<file path="src/rtl/gpr_xfer_ctrl.sv">
// Register-transfer sequencer for a bank of NREG GPRs sharing one W-bit bus.
// Each command runs IDLE -> DRIVE -> WRITE -> DONE with every strobe registered.
module gpr_xfer_ctrl #(
  parameter int unsigned NREG = 4,
  parameter int unsigned W    = 8,
  parameter int unsigned SELW = 2
) (
  input  logic            clk,
  input  logic            clr,
  input  logic            cmd_valid,
  output logic            cmd_ready,
  input  logic [1:0]      cmd_op,
  input  logic [SELW-1:0] cmd_src,
  input  logic [SELW-1:0] cmd_dst,
  input  logic [W-1:0]    cmd_data,
  output logic            ext_oe,
  output logic [W-1:0]    ext_data,
  output logic [NREG-1:0] oa,
  output logic [NREG-1:0] wa,
  input  logic [W-1:0]    bus_in,
  output logic [W-1:0]    rd_data,
  output logic            done,
  output logic            err
);

  typedef enum logic [1:0] {IDLE, DRIVE, WRITE, DONE} state_e;
  typedef enum logic [1:0] {
    OP_NOP  = 2'b00,
    OP_LOAD = 2'b01,
    OP_MOVE = 2'b10,
    OP_READ = 2'b11
  } op_e;

  state_e          state_q, state_d;
  op_e             op_q, op_d;
  logic [SELW-1:0] src_q, src_d;
  logic [SELW-1:0] dst_q, dst_d;
  logic            ill_q, ill_d;

  logic            cmd_ready_q, cmd_ready_d;
  logic            ext_oe_q, ext_oe_d;
  logic [W-1:0]    ext_data_q, ext_data_d;
  logic [NREG-1:0] oa_q, oa_d;
  logic [NREG-1:0] wa_q, wa_d;
  logic [W-1:0]    rd_data_q, rd_data_d;
  logic            done_q, done_d;
  logic            err_q, err_d;

  logic            cmd_illegal;
  logic            src_en;

  function automatic logic idx_ok(input logic [SELW-1:0] idx);
    return ({{(32-SELW){1'b0}}, idx} < NREG);
  endfunction

  // Only the indices an op actually uses are range-checked.
  always_comb begin
    cmd_illegal = 1'b0;
    case (op_e'(cmd_op))
      OP_NOP:  cmd_illegal = 1'b0;
      OP_LOAD: cmd_illegal = !idx_ok(cmd_dst);
      OP_MOVE: cmd_illegal = !idx_ok(cmd_src) || !idx_ok(cmd_dst) || (cmd_src == cmd_dst);
      OP_READ: cmd_illegal = !idx_ok(cmd_src);
      default: cmd_illegal = 1'b1;
    endcase
  end

  always_comb begin
    state_d    = state_q;
    op_d       = op_q;
    src_d      = src_q;
    dst_d      = dst_q;
    ill_d      = ill_q;
    ext_data_d = ext_data_q;
    rd_data_d  = rd_data_q;

    case (state_q)
      IDLE: begin
        if (cmd_valid) begin
          op_d       = op_e'(cmd_op);
          src_d      = cmd_src;
          dst_d      = cmd_dst;
          ill_d      = cmd_illegal;
          ext_data_d = cmd_data;
          state_d    = (op_d == OP_NOP || cmd_illegal) ? DONE : DRIVE;
        end
      end
      DRIVE: state_d = WRITE;
      WRITE: begin
        if (op_q == OP_READ) rd_data_d = bus_in;
        state_d = DONE;
      end
      DONE:    state_d = IDLE;
      default: state_d = IDLE;
    endcase

    // Strobes are decoded from the next state so they appear registered,
    // aligned with the state they belong to.
    src_en      = (state_d == DRIVE) || (state_d == WRITE);
    ext_oe_d    = src_en && (op_d == OP_LOAD);
    oa_d        = (src_en && (op_d == OP_MOVE || op_d == OP_READ))
                  ? (NREG'(1) << src_d) : '0;
    wa_d        = ((state_d == WRITE) && (op_d == OP_LOAD || op_d == OP_MOVE))
                  ? (NREG'(1) << dst_d) : '0;
    done_d      = (state_d == DONE);
    err_d       = done_d && ill_d;
    cmd_ready_d = (state_d == IDLE);
  end

  always_ff @(posedge clk or negedge clr) begin
    if (!clr) begin
      state_q     <= IDLE;
      op_q        <= OP_NOP;
      src_q       <= '0;
      dst_q       <= '0;
      ill_q       <= 1'b0;
      cmd_ready_q <= 1'b1;
      ext_oe_q    <= 1'b0;
      ext_data_q  <= '0;
      oa_q        <= '0;
      wa_q        <= '0;
      rd_data_q   <= '0;
      done_q      <= 1'b0;
      err_q       <= 1'b0;
    end else begin
      state_q     <= state_d;
      op_q        <= op_d;
      src_q       <= src_d;
      dst_q       <= dst_d;
      ill_q       <= ill_d;
      cmd_ready_q <= cmd_ready_d;
      ext_oe_q    <= ext_oe_d;
      ext_data_q  <= ext_data_d;
      oa_q        <= oa_d;
      wa_q        <= wa_d;
      rd_data_q   <= rd_data_d;
      done_q      <= done_d;
      err_q       <= err_d;
    end
  end

  assign cmd_ready = cmd_ready_q;
  assign ext_oe    = ext_oe_q;
  assign ext_data  = ext_data_q;
  assign oa        = oa_q;
  assign wa        = wa_q;
  assign rd_data   = rd_data_q;
  assign done      = done_q;
  assign err       = err_q;

endmodule
</file>
<file path="config.mk">
export PLATFORM = sky130hd
export DESIGN_NAME = gpr_xfer_ctrl
export DESIGN_NICKNAME = d
export VERILOG_FILES = /design/src/rtl/gpr_xfer_ctrl.sv
export SDC_FILE = /design/constraint.sdc
export NUM_CORES = 1
export LEC_CHECK = 0
export CORE_UTILIZATION = 48
export DETAILED_ROUTE_END_ITERATION = 16
export PLACE_DENSITY = 0.84
export SYNTH_ARGS = -nofsm -noshare
export SYNTH_HDL_FRONTEND = slang
export SYNTH_SLANG_ARGS = --single-unit
</file>
<file path="constraint.sdc">
create_clock -name clk -period 4.5 [get_ports clk]
set_input_delay 0.675 -clock clk [delete_from_list [all_inputs] [get_ports clk]]
set_output_delay 0.675 -clock clk [all_outputs]
set_load 0.1 [all_outputs]
</file>
* After elaboration in Yosys (flattened, before gate mapping)
Cells that the tools add are included.
W data, S select, Z words.
** Cells by class
- Add/sub/neg operators :: 0
- Multipliers :: 0
- Divide/modulo/power cells :: 0
- Order comparisons :: 0
- Equal/unequal tests :: 14
- Shift operators :: 2
- Muxes and demuxes :: 14
- Bitwise gates (word level) :: 0
- Reduce and logical (&&, ||, !) cells :: 14
** Operators with widths (count)
- $eq A2 B2 Y1 const B :: 9
- $mux W2 :: 8
- $eq A2 B1 Y1 const B :: 4
- $mux W4 :: 2
- $pmux W2 S4 :: 1
- $shl A1 B2 Y4 const A :: 2
- $logic_not A2 Y1 :: 3
- $logic_and A1 B1 Y1 :: 4
- $logic_or A1 B1 Y1 :: 4
- $reduce_and A2 Y1 :: 2
- $reduce_or A3 Y1 :: 1
- $eq A2 B2 Y1 :: 1
- $mux W1 :: 2
- $pmux W1 S2 :: 1
** Storage, ports and cells
- Register bits after elaboration :: 37
- Bits in latches :: 0
- Memory bits (writable) :: 0
- Bits in read-only memories :: 0
- Input bits :: 25
- Output and inout bits :: 28
- Word-level logic and storage cells :: 57
- Memories kept :: 0

* Logic depth before layout (Yosys ltp)
- Word-level depth :: 11
- Depth in mapped cells :: 9
- Mapped depth without buffers :: 8

* Least setup slack after synthesis
OpenSTA, ideal clock, no wires.
- Path type :: input to register
- Start point :: in cmd_valid
- End point :: reg oa_q[0] (netlist: oa[0])
- Setup time :: 0.135 ns
- Arrival :: 1.891 ns
- Data required time :: 4.365 ns
- Setup slack :: 2.474 ns
- Stages on the path :: 7
- Path buffers :: 1
- Path through :: nand2_4 -> buf_2 -> mux2i_1 -> inv_1 -> ha_1 -> o21ai_0 -> nor3_1
** Between the ends
- Word-level cells in the longest chain between the ends :: 6
- Elaborated cells on any way between the ends :: 15
- Those cells by class :: eq/ne: 4; shift: 1; mux: 7; reduce/logical: 3
** RTL lines
- start: declaration :: RTL line 10 : input logic cmd_valid,
- $mux W2 (*) :: RTL line 79 : if (cmd_valid) begin
- $mux W2 (*) :: RTL line 77 : case (state_q)
- net op_d[0] :: RTL line 35 : op_e op_q, op_d;
- $eq A2 B2 Y1 :: RTL line 101 : oa_d = (src_en && (op_d == OP_MOVE || op_d == OP_READ))
- $logic_or A1 B1 Y1 (*) :: RTL line 101
- $logic_and A1 B1 Y1 (*) :: RTL line 101
- $mux W4 (*) :: RTL line 102 : ? (NREG'(1) << src_d) : '0;
- net oa_d[0] :: RTL line 43 : logic [NREG-1:0] oa_q, oa_d;
- end signal: assignment :: RTL line 120 : oa_q <= '0;
- end signal: assignment :: RTL line 134 : oa_q <= oa_d;
- end: declaration :: RTL line 43
The timed path passes the listed nets; every way through them passes the cells marked *.
A chain may end at the register's enable or synchronous reset.

* Final worst setup path
- Start point :: reg cmd_ready_q (netlist: cmd_ready)
- End point :: out cmd_ready
** RTL lines
- start: declaration :: RTL line 40 : logic cmd_ready_q, cmd_ready_d;
- start signal: assignment :: RTL line 131 : cmd_ready_q <= cmd_ready_d;
- end: declaration :: RTL line 11 : output logic cmd_ready,
No word-level cell between the ends.

==> flow_metrics.tcl <==
set metrics [dict create \
    status "finished clean" \
    netlist_instances 108 \
    drtPass1Iterations 4 \
    required_ns 3.83 \
    num_rows 20 \
    synth_top_area_cell "dfrtp_1" \
    clkTransAtPathRegs_ns 0.10 \
    final_nets 200 \
    final_core_util_pct 71.9 \
    antenna_found_initial 0 \
    cts_tree "yes" \
    synth_area_leaders "dfrtp_1 (59%), mux2_2 (12%), ha_1 (7.4%), mux2i_2 (3.6%), dfstp_2 (1.7%)" \
    clkLatencyLatePin_ns 0.34 \
    synth.most_common_cell "dfrtp_1" \
    yosysSeqAreaShare_pct 60.7 \
    grtUsageMet3_pct 6.59 \
    grt_pass1_wl_um 4870 \
    via_count 1054 \
    grtUsageMet1_pct 20.3 \
    hold_viol 0 \
    ys_top_cells_by_count "dfrtp_1 (36), mux2_2 (16), ha_1 (9)" \
    cpPeakStageDelay_ns 1.13 \
    hpwl_um 2290 \
    gp_congestion 0.840 \
    crit_arrival_ns 2.01 \
    critPathSlowestCell "clkdlybuf4s50_1" \
    cts_root_buf "clkbuf_4" \
    rsz0062_at_grt "false" \
    postCtsResizedCells 0 \
    use_met2_pct 35.3 \
    track_usage_pct 19.5 \
    grt_max_degree 38 \
    core_area_sq_mm 0.00303 \
    synthFlopType "dfrtp_1" \
    skew_ns 0.00819 \
    grt_pass1_vias 1167 \
    avgSynthCellArea_sq_um 14.1 \
    holdBufCountCts 0 \
    syn_to_final_growth_pct 42.6 \
    cts_max_level 2 \
    tritoncts.num_buffers 5 \
    drive_above_1_share_pct 20.4 \
    crit_path_end_kind "output port" \
    die-area_sq_mm 0.00341 \
    crit_path_max_fanout 1 \
    drt-initial-drc-count 9 \
    vias_per_cell 5.00 \
    drc_errors 0 \
    numPortBuffers 52 \
    clock_path_buffers 2 \
    wire_per_inst_um 14.4 \
    drv_cap 0 \
    dieHeight_um 58.4 \
    maxSlewHeadroom_pct 34.1 \
    busiest_layer "met2" \
    antenna_left 0 \
    worstSetupPathType "reg -> out" \
    n_antenna_cell 0 \
    cp-start-kind "flop" \
    timing.fmax_ghz 0.373 \
    period_needed_ns 2.68 \
    ys_ff_latch 37 \
    setup_tns_ns 0 \
    die_x_um 58.4 \
    netlist_area_sq_mm 0.00153 \
    cts_num_sinks 37 \
    setup_viol 0 \
    cp_cell_sequence "clkdlybuf4s50_1" \
    initial_utilization_pct 50.5 \
    routed_wl_um 3040 \
    synth.distinct_cells 25 \
    ios 53 \
    path_buf_inv 1 \
    hold_path.class "in -> async" \
    synthArstFlopShare_pct 100 \
    synth_nets 142 \
    synth_edf_count 0 \
    post-route-period-util_pct 59.6 \
    worst_slew_pin_slew_ns 0.985 \
    cts_setup_buffers 0 \
    slew_viol_final 0 \
    overflow 0 \
    yosysTopAreaCellShare_pct 59.0 \
    critical_path.top_delay_family "buffers and inverters" \
    ys_warn_count 0 \
]
flip-flops by register name (all words and copies together) (netlist names):
| register | flops |
|---|---|
| ext_data | 8 |
| src_q | 2 |
| err | 1 |
| ext_oe | 1 |
| cmd_ready | 1 |
| dst_q | 2 |
| done | 1 |
| op_q | 2 |
| oa | 4 |
| state_q | 2 |
| rd_data | 8 |
| ill_q | 1 |
| wa | 4 |
per-layer routing:
layer	vias to the layer above	routed length, um
met3	4	222
met5	-	0
li1	489	-
met4	0	40
met1	510	1170
met2	51	1610
final timing paths:
kind,from,endpoint,slack (ns),cells after the start
max in group asynchronous,clr,ext_data[1],3.58,1
min,clr,rd_data[1],0.41,1
min reg2reg,ill_q,ill_q,0.51,2
min in group clk,ill_q,ill_q,0.51,2
max,cmd_ready,cmd_ready,1.82,1
max reg2reg,state_q[0],oa[0],2.28,8
cell usage in the layout (no fill, tap or decap):
cell type and n:
nand2_4 1, and2_1 1, nor4b_1 1, inv_2 3, nor2b_1 1, clkbuf_1 1, mux2i_1 2, a21o_1 1
nor2_1 2, clkbuf_4 5, a31oi_1 1, mux2i_2 4, nor3_1 4, clkdlybuf4s50_1 51, clkbuf_8 1, dfrtp_1 36
ha_1 9, mux2_2 16, inv_1 7, dfstp_2 1, nand3_1 4, nor4b_2 1, nand2_1 1, o22ai_1 1
bufinv_16 1, o22a_1 1, xnor2_1 2, o21ai_0 5, and4b_1 2, buf_2 1
logic make-up after synthesis:
group	synth area share, %
muxes	16.7
adders and majority gates	7.37
and+or+nand+nor	7.78
AOI/OAI and AO/OA	3.52
xor gates and xnor gates	1.15
buffers and inverters	2.78
DFF	60.7
stage by stage:
stage          instance area, sq um  std cells  worst slack, ns  hold slack (ns)
4_1_cts                        2180        211             1.79            0.421
5_1_grt                        2180        211             1.77            0.457
2_1_floorplan                  1530        108             2.47            0.379
3_5_place_dp                   2090        203             1.74            0.492
3_3_place_gp                   2090        203             1.92            0.468
6_report                       2180        211             1.82            0.411
area by class of cell:
cell class	count	area, sq um
clock inverters	1	30.0
flip-flops and latches	37	927
multi-input cells	60	558
inverters	10	37.5
repair buffers	52	515
fillers	202	850
well taps	44	55.1
clock buffers	7	55.1
Power is left out: the tool's default activity adds up to more than one toggle a clock period on the data nets, which glitch-free logic cannot reach.
